===== src/rtl/sonar_pkg.sv =====
// Purpose: shared state encoding and ASCII constants for the sonar scan sequencer.
// Latency: n/a (types, constants and one pure helper function only).
// Backpressure: n/a.
package sonar_pkg;

  // FSM state encoding, also exported on db_estado.
  typedef enum logic [3:0] {
    INICIAL   = 4'd0,
    POSICIONA = 4'd1,
    MEDE      = 4'd2,
    AGUARDA   = 4'd3,
    TRANSMITE = 4'd4,
    ESPERA_TX = 4'd5,
    PROXIMO   = 4'd6
  } estado_t;

  localparam logic [6:0] ASCII_VIRGULA   = 7'h2C;  // ','
  localparam logic [6:0] ASCII_CERQUILHA = 7'h23;  // '#'
  localparam logic [6:0] ASCII_INTERROG  = 7'h3F;  // '?'
  localparam logic [2:0] PREFIXO_DIGITO  = 3'b011; // upper bits of '0'..'9'

  // Index of the last character of an 8-character frame.
  localparam logic [2:0] ULTIMO_CHAR = 3'd7;

  // One BCD nibble to its ASCII digit.
  function automatic logic [6:0] digito_ascii(input logic [3:0] bcd);
    return {PREFIXO_DIGITO, bcd};
  endfunction

endpackage


===== src/rtl/sonar_timer.sv =====
// Purpose: up-counter shared by the dwell and measurement-timeout waits.
// Latency: fim is combinational; it rises after `limite` counted cycles since zera.
// Backpressure: none; counting is gated by conta and saturates at limite-1.
// Ports: clock, reset (async, active-low), zera (clear), conta (count enable),
//        limite (terminal count, sampled combinationally), fim (terminal reached).
module sonar_timer #(
  parameter int W = 22
) (
  input  logic         clock,
  input  logic         reset,
  input  logic         zera,
  input  logic         conta,
  input  logic [W-1:0] limite,
  output logic         fim
);

  logic [W-1:0] cnt;

  // fim marks the last cycle of the wait, so a wait of L clocks spans
  // exactly L cycles of the calling state.
  assign fim = (cnt == (limite - W'(1)));

  always_ff @(posedge clock or negedge reset) begin
    if (!reset) begin
      cnt <= '0;
    end else if (zera) begin
      cnt <= '0;
    end else if (conta && !fim) begin
      cnt <= cnt + W'(1);
    end
  end

endmodule


===== src/rtl/sonar_scan_seq.sv =====
// Purpose: sonar sweep sequencer: positions servo, requests a distance, sends an 8-char frame.
// Latency: per position DWELL clocks settle, <=TIMEOUT clocks measure, then 8 UART handshakes.
// Backpressure: each character waits indefinitely for tx_pronto; no UART timeout.
// Ports: clock, reset (async, active-low); ligar/modo control; posicao/angulo servo+ROM;
//        medir/pronto_medida/medida sensor; tx_dado/tx_partida/tx_pronto UART;
//        fim_varredura, timeout_medida, db_estado status.
module sonar_scan_seq
  import sonar_pkg::*;
#(
  parameter int N_POS   = 8,
  parameter int W_POS   = 3,
  parameter int DWELL   = 600_000,
  parameter int TIMEOUT = 3_000_000
) (
  input  logic             clock,
  input  logic             reset,
  input  logic             ligar,
  input  logic             modo,
  output logic [W_POS-1:0] posicao,
  input  logic [11:0]      angulo,
  output logic             medir,
  input  logic             pronto_medida,
  input  logic [11:0]      medida,
  output logic [6:0]       tx_dado,
  output logic             tx_partida,
  input  logic             tx_pronto,
  output logic             fim_varredura,
  output logic             timeout_medida,
  output logic [3:0]       db_estado
);

  localparam int T_MAX = (DWELL > TIMEOUT) ? DWELL : TIMEOUT;
  localparam int TW    = $clog2(T_MAX + 1);
  localparam logic [W_POS-1:0] POS_MAX = W_POS'(N_POS - 1);

  estado_t          estado, prox;
  logic [2:0]       idx;
  logic             dir_sobe;
  logic [11:0]      ang_lat, dist_lat;

  logic             tm_zera, tm_conta, tm_fim;
  logic [TW-1:0]    tm_limite;

  logic [W_POS-1:0] pos_nx;
  logic             dir_nx, pos_extremo, sobe_ef;
  logic [6:0]       char_atual;

  sonar_timer #(.W(TW)) u_timer (
    .clock  (clock),
    .reset  (reset),
    .zera   (tm_zera),
    .conta  (tm_conta),
    .limite (tm_limite),
    .fim    (tm_fim)
  );

  // Next-state and strobe decode.
  always_comb begin
    prox       = estado;
    medir      = 1'b0;
    tx_partida = 1'b0;
    tm_zera    = 1'b0;
    tm_conta   = 1'b0;
    tm_limite  = TW'(DWELL);
    case (estado)
      INICIAL: begin
        tm_zera = 1'b1;
        if (ligar) prox = POSICIONA;
      end
      POSICIONA: begin
        tm_conta = 1'b1;
        if (!ligar)      prox = INICIAL;
        else if (tm_fim) prox = MEDE;
      end
      MEDE: begin
        medir   = 1'b1;
        tm_zera = 1'b1;
        prox    = AGUARDA;
      end
      AGUARDA: begin
        tm_limite = TW'(TIMEOUT);
        tm_conta  = 1'b1;
        if (pronto_medida || tm_fim) prox = TRANSMITE;
      end
      TRANSMITE: begin
        tx_partida = 1'b1;
        prox       = ESPERA_TX;
      end
      ESPERA_TX: begin
        if (tx_pronto) prox = (idx == ULTIMO_CHAR) ? PROXIMO : TRANSMITE;
      end
      PROXIMO: begin
        tm_zera = 1'b1;
        prox    = ligar ? POSICIONA : INICIAL;
      end
      default: prox = INICIAL;
    endcase
  end

  // Next servo position. The effective direction is recomputed from the
  // current position so a mode change at an end can never over/underflow.
  always_comb begin
    pos_nx      = posicao;
    dir_nx      = dir_sobe;
    sobe_ef     = 1'b1;
    pos_extremo = 1'b0;
    if (modo) begin
      pos_nx      = (posicao == POS_MAX) ? '0 : posicao + W_POS'(1);
      dir_nx      = 1'b1;
      pos_extremo = (pos_nx == '0);
    end else begin
      sobe_ef     = dir_sobe ? (posicao != POS_MAX) : (posicao == '0);
      pos_nx      = sobe_ef ? posicao + W_POS'(1) : posicao - W_POS'(1);
      dir_nx      = sobe_ef ? (pos_nx != POS_MAX) : (pos_nx == '0);
      pos_extremo = (pos_nx == POS_MAX) || (pos_nx == '0);
    end
  end

  assign fim_varredura = (estado == PROXIMO) && pos_extremo;

  // Frame formatter: character selected by idx from the latched values.
  always_comb begin
    char_atual = 7'h00;
    case (idx)
      3'd0: char_atual = digito_ascii(ang_lat[11:8]);
      3'd1: char_atual = digito_ascii(ang_lat[7:4]);
      3'd2: char_atual = digito_ascii(ang_lat[3:0]);
      3'd3: char_atual = ASCII_VIRGULA;
      3'd4: char_atual = timeout_medida ? ASCII_INTERROG : digito_ascii(dist_lat[11:8]);
      3'd5: char_atual = timeout_medida ? ASCII_INTERROG : digito_ascii(dist_lat[7:4]);
      3'd6: char_atual = timeout_medida ? ASCII_INTERROG : digito_ascii(dist_lat[3:0]);
      default: char_atual = ASCII_CERQUILHA;
    endcase
  end

  // idx and the latches only move on tx_pronto / frame entry, so tx_dado
  // holds from the start pulse until the UART acknowledges.
  assign tx_dado   = ((estado == TRANSMITE) || (estado == ESPERA_TX)) ? char_atual : 7'h00;
  assign db_estado = estado;

  always_ff @(posedge clock or negedge reset) begin
    if (!reset) begin
      estado         <= INICIAL;
      posicao        <= '0;
      dir_sobe       <= 1'b1;
      idx            <= '0;
      ang_lat        <= '0;
      dist_lat       <= '0;
      timeout_medida <= 1'b0;
    end else begin
      estado <= prox;
      if (estado == MEDE) idx <= '0;
      if (estado == AGUARDA) begin
        // Measurement completion wins over a coinciding timeout.
        if (pronto_medida) begin
          dist_lat       <= medida;
          timeout_medida <= 1'b0;
          ang_lat        <= angulo;
        end else if (tm_fim) begin
          timeout_medida <= 1'b1;
          ang_lat        <= angulo;
        end
      end
      if ((estado == ESPERA_TX) && tx_pronto) idx <= idx + 3'd1;
      if (estado == PROXIMO) begin
        posicao  <= pos_nx;
        dir_sobe <= dir_nx;
      end
    end
  end

endmodule


===== config.mk =====
export PLATFORM = sky130hd
export DESIGN_NAME = sonar_scan_seq
export DESIGN_NICKNAME = d
export VERILOG_FILES = /design/src/rtl/sonar_pkg.sv /design/src/rtl/sonar_timer.sv /design/src/rtl/sonar_scan_seq.sv
export SDC_FILE = /design/constraint.sdc
export NUM_CORES = 1
export LEC_CHECK = 0
export BUFFER_PORTS_ARGS = -buffer_cell sky130_fd_sc_hd__buf_2
export CORE_MARGIN = 8
export CORE_UTILIZATION = 36
export CTS_BUF_LIST = sky130_fd_sc_hd__clkbuf_8 sky130_fd_sc_hd__clkbuf_16
export DETAILED_ROUTE_END_ITERATION = 16
export GPL_TIMING_DRIVEN = 1
export SLEW_MARGIN = 10
export SYNTH_ARGS = -nofsm -noshare
export SYNTH_HDL_FRONTEND = slang
export SYNTH_SLANG_ARGS = --single-unit
export TNS_END_PERCENT = 20

===== constraint.sdc =====
create_clock -name clock -period 5.1 [get_ports clock]
set_clock_uncertainty 0.2 [all_clocks]
set_input_delay 0.255 -clock clock [delete_from_list [all_inputs] [get_ports clock]]
set_output_delay 0.255 -clock clock [all_outputs]
set_load 0.01 [all_outputs]

# --- After elaboration in Yosys (flattened, before gate mapping) ---
# Index checks and enable logic that the tools add are counted.
totals:
  reg_bits: 58
classes:
  addsub: 5
  n_reduce_logical: 20
  eq_ne: 22
  muxes: 33
op_table:
  columns: ["op", "n"]
  rows:
  - ["22-bit two-way mux", 3]
  - ["5-bit case mux with 7 select lines", 1]
  - ["4-bit two-way mux", 8]
  - ["4-bit case mux with 7 select lines", 1]
  - ["12-bit two-way mux", 2]
  - ["22-bit by 1-bit adder with 22-bit output, second input constant", 1]
  - ["22-bit == test", 1]
  - ["22-bit by 1-bit subtractor with 22-bit output, second input constant", 1]
  - ["3-bit == test, second input constant", 6]
  - ["3-bit two-way mux", 5]
  - ["4-bit by 3-bit == test with 1-bit output, second input constant", 3]
  - ["3-bit logical NOT", 4]
  - ["1-bit two-way mux", 11]
  - ["3-bit != test, second input constant", 3]
  - ["4-bit by 2-bit == test with 1-bit output, second input constant", 2]
  - ["7-bit two-way mux", 1]
  - ["3-bit by 1-bit adder with 3-bit output, second input constant", 2]
  - ["3-bit by 2-bit == test with 1-bit output, second input constant", 2]
  - ["2-bit != test, second input constant", 3]
  - ["2-bit nonzero test", 3]
  - ["4-bit by 1-bit == test with 1-bit output, second input constant", 1]
  - ["4-bit logical NOT", 1]
  - ["2-bit AND reduction", 2]
  - ["4-bit AND reduction", 1]
  - ["8 further kinds", 12]

# --- Longest topological paths before layout ---
depth:
  word_depth: 8
  mapped_depth: 8

# --- Hierarchy ---
# From an unflattened synthesis, not the netlist that was laid out.
unflattened:
  hier_cells: 470
  area_unflattened_um2: 4352.9
modules_own_cells:
  columns: ["module", "instances", "area_per_inst_um2", "cells_each", "seq_area_each_um2"]
  rows:
  - ["sonar_timer", 1, 2225.9, 271, 550.5]
  - ["sonar_scan_seq", 1, 2127.0, 199, 877.1]

# --- Least setup slack after synthesis ---
# OpenSTA, ideal clock, no wires.
synth_path:
  kind: "flip-flop to output port"
  start: "register posicao[0]"
  end: "output port fim_varredura"
  path_stages_with_launch: 8
  slack_ns: 2.628
  t_required_ns: 4.645
  t_arrival_ns: 2.017
  cell_sequence: "dfrtp_1 > inv_1 > ha_1 > xnor2_1 > or2_2 > mux4_2 > o21ai_0 > nor2b_1"
synth_between:
  elab_chain_cells: 7
synth_lines:
  columns: ["element", "line", "source"]
  rows:
  - ["start, declared", "sonar_scan_seq.sv:19", "output logic [W_POS-1:0] posicao,"]
  - ["start signal, assigned", "sonar_scan_seq.sv:166", "posicao <= pos_nx;"]
  - ["parallel branches: the longest is 5 deep, another holds 3-bit by 1-bit subtractor with 3-bit output", null, null]
  - ["1-bit two-way mux (*)", "sonar_scan_seq.sv:107", "if (modo) begin"]
  - ["1-bit logical AND (*)", "sonar_scan_seq.sv:119", "assign fim_varredura = (estado == PROXIMO) && pos_extremo;"]
  - ["end, declared", "sonar_scan_seq.sv:27", "output logic fim_varredura,"]
# Every way passes the cells marked *.

# --- Worst setup path after layout ---
# Same ends and word-level chain as after synthesis.

==> metrics.md <==
| Metric | Value |
|---|---|
| Status | `completed` |
| Worst-skew pair later-pin latency | `0.33 ns` |
| Ys flop type | `dfrtp_1` |
| Hold Path Class | `in2reg` |
| Final ANT Viol Nets | `0` |
| Post-synth EDFFs | `0` |
| Critical path class | `reg2out` |
| Via Count | `2,623` |
| Number of global-route vias before repair | `2,689` |
| Initial Util | `36.8%` |
| Num CTS Buffers | `9` |
| Total track usage | `13.5%` |
| Minimum clock period | `2.92 ns` |
| DR DRC count | `0` |
| Min Hold Slack | `0.0854 ns` |
| Initial antenna violation count | `0` |
| Vias/cell | `5.30` |
| Worst endpoint required time | `4.64 ns` |
| Max Transition Viols Final | `0` |
| Share of cells above drive strength 1 | `25.3%` |
| FF+latch count, synth | `57` |
| Finished Cell Area | `3990 µm²` |
| Reg2reg setup slack | `2.44 ns` |
| Avg Cell Area, Syn | `10.2 µm²` |
| Most frequent cells in the layout | `56 x dfrtp_1, 45 x buf_2, 26 x dlygate4sd3_1, 25 x mux2_2` |
| Final setup violation count | `0` |
| CP Launch Type | `flop` |
| P&R area growth vs syn | `25.4%` |
| Clock transition at path regs | `0.06 ns` |
| Final worst setup slack | `2.18 ns` |
| Global-route wire length before repair | `12,900 µm` |
| HPWL after detailed placement | `5360 µm` |
| Hold path depth | `3` |
| CP Capture Type | `output pin` |
| Mapped Cells | `312` |
| Placer Congestion | `0.834` |
| RSZ-0062 raised after global routing | `false` |
| Routed WL | `7560 µm` |
| Worst Hold End | `idx[0]` |
| Max frequency | `343 MHz` |
| Overflow after GRT | `0` |
| Layout fillers | `811` |
| CTS Sinks | `57` |
| Asr flop ratio synth | `100%` |
| Netlist Area Pre-Place | `3180 µm²` |
| Final hold vios | `0` |
| Met1 GRT Util | `17.1%` |
| Leakage power | `1.75 nW` |
| GR Layer Usage met2 | `21.4%` |
| Nets | `424` |
| Core region area | `8640 µm²` |
| PortBufs | `45` |
| Total chip power | `2.04 mW` |
| Final core occ | `46.1%` |
| Place WS | `2.45 ns` |
| Wire per inst | `15.3 µm` |
| Maximum vdd drop | `218 µV` |
| Die Wd | `110 µm` |
| Placed insts | `453` |
| Most common cell after layout, fill and taps aside | `dfrtp_1` |
| Synth cell types | `51` |
| ANT cells | `0` |
| Slew @ Worst Pin | `0.954 ns` |
| Hold Crit Start | `tx_pronto` |
| # IOs | `48` |
| Drt first-iter violations | `134` |
| GRT busiest layer | `met2` |
| Deepest clock path buffer count | `2` |
| YS warnings | `0` |
| Final Cycle Share | `57.2%` |
| Die height | `110 µm` |
| Largest net degree at the start of global routing | `58` |
| Seq. cell area | `1430 µm²` |
| Fin cells | `495` |
| Number of gates resized after CTS | `0` |
| Area occupied by multi-input gates | `1630 µm²` |
| DRT Pass-1 Iters | `4` |
| Max Cap Viol | `0` |
| Sequential-to-total area share from yosys stat | `44.9%` |
| Max FO, Critical Path | `9` |
| H-tree levels | `3` |
| Worst rel slew slack | `36.2%` |
| Power Density | `512 nW/µm²` |
| Placed cell areas | `3460 µm²` |
| Met3 usage in global routing | `4.57%` |
| R2r endpoint | `ang_lat[0]` |
| Root buffer cell | `clkbuf_8` |
| Row Count | `34` |
| FF-to-FF Start | `db_estado[0]` |
| DIE AREA | `12,100 µm²` |
| Worst EP arrival | `2.46 ns` |
| Setup TNS | `0 ns` |
| CTS tree | `yes` |
| Worst-case reg-to-reg path depth | `5` |
-- cells in the mapped netlist (3+ instances only) --
cell | number | area (µm²)
o221ai_1 | 4 | 35.0
inv_1 | 10 | 37.5
nand2_1 | 21 | 78.8
nand2b_1 | 6 | 37.5
nor2b_1 | 4 | 25.0
nor2_1 | 21 | 78.8
buf_6 | 3 | 33.8
o21ai_0 | 21 | 105
clkbuf_1 | 5 | 18.8
a31o_2 | 3 | 26.3
nand3_1 | 11 | 55.1
a21oi_1 | 18 | 90.1
xor2_1 | 6 | 52.6
or3_1 | 6 | 37.5
nor3_1 | 5 | 25.0
dfrtp_1 | 56 | 1400
nor3b_1 | 4 | 30.0
buf_2 | 4 | 20.0
nor4_1 | 4 | 25.0
o31ai_1 | 7 | 52.6
and3_1 | 3 | 18.8
mux2_2 | 25 | 282
ha_1 | 12 | 150
o211ai_1 | 3 | 22.5
xnor2_1 | 4 | 35.0
a221oi_1 | 3 | 26.3
nand4_1 | 10 | 62.6
-- report_power, final --
part	leakage [nW]	internal (mW)	switching, mW
Sequential	0.732	0.602	0.161
Clock	0.129	0.365	0.181
Combinational	0.890	0.355	0.375
-- final cells by class --
type / instances / area share [%]
tap: 108 / 3.39
multi-input combinational: 232 / 40.9
clock inverter: 4 / 2.45
timing repair buffer: 72 / 12.4
clock buffer: 12 / 4.14
sequential: 57 / 35.8
inverter: 10 / 0.942
-- registers in the layout (all words and copies together) (netlist names) --
signal,flops
u_timer.cnt,22
posicao,3
idx,3
dist_lat,12
db_estado,3
timeout_medida,1
ang_lat,12
dir_sobe,1
-- metal layers --
layer	up-vias	part of all wire (%)
met4	0	0.83
met3	6	6.4
met1	1264	46
met2	66	47
met5	-	0
li1	1287	-
-- critical path: stages, from the launching register on --
cell and delay [ns]:
dfrtp_1 0.49, inv_1 0.12, ha_1 0.25, xnor2_1 0.15, or2_2 0.28, mux4_2 0.44
o21ai_0 0.13, nor2b_1 0.13, buf_2 0.14
-- cells by family (layout without fill, tap and decap cells) --
| family | count (synthesis) | after routing | share of synthesized area [%] |
|---|---|---|---|
| AOI/OAI and AO/OA | 74 | 74 | 15.2 |
| xor gates and xnor gates | 10 | 10 | 2.76 |
| adders and majority gates | 12 | 12 | 4.72 |
| buffers and inverters | 24 | 98 | 3.94 |
| DFF | 57 | 57 | 44.9 |
| muxes | 28 | 28 | 10.2 |
| other | 1 | 2 | 0.118 |
| and+or+nand+nor | 106 | 106 | 18.1 |
-- worst max path at each step --
stage | start | endpoint | cells past startpoint
after floorplan | posicao[0] | fim_varredura | 7
after global placement | db_estado[0] | ang_lat[7] | 5
after detailed placement | db_estado[0] | ang_lat[11] | 5
after CTS | posicao[0] | fim_varredura | 8
after global routing | posicao[0] | fim_varredura | 8
final | posicao[0] | fim_varredura | 8
-- repair_timing --
action	CTS	global route
setup buffers	0	0
hold buffers	26	0
hold endpoints to repair	81	0
Note: power is estimated with default switching activity, not from simulation.
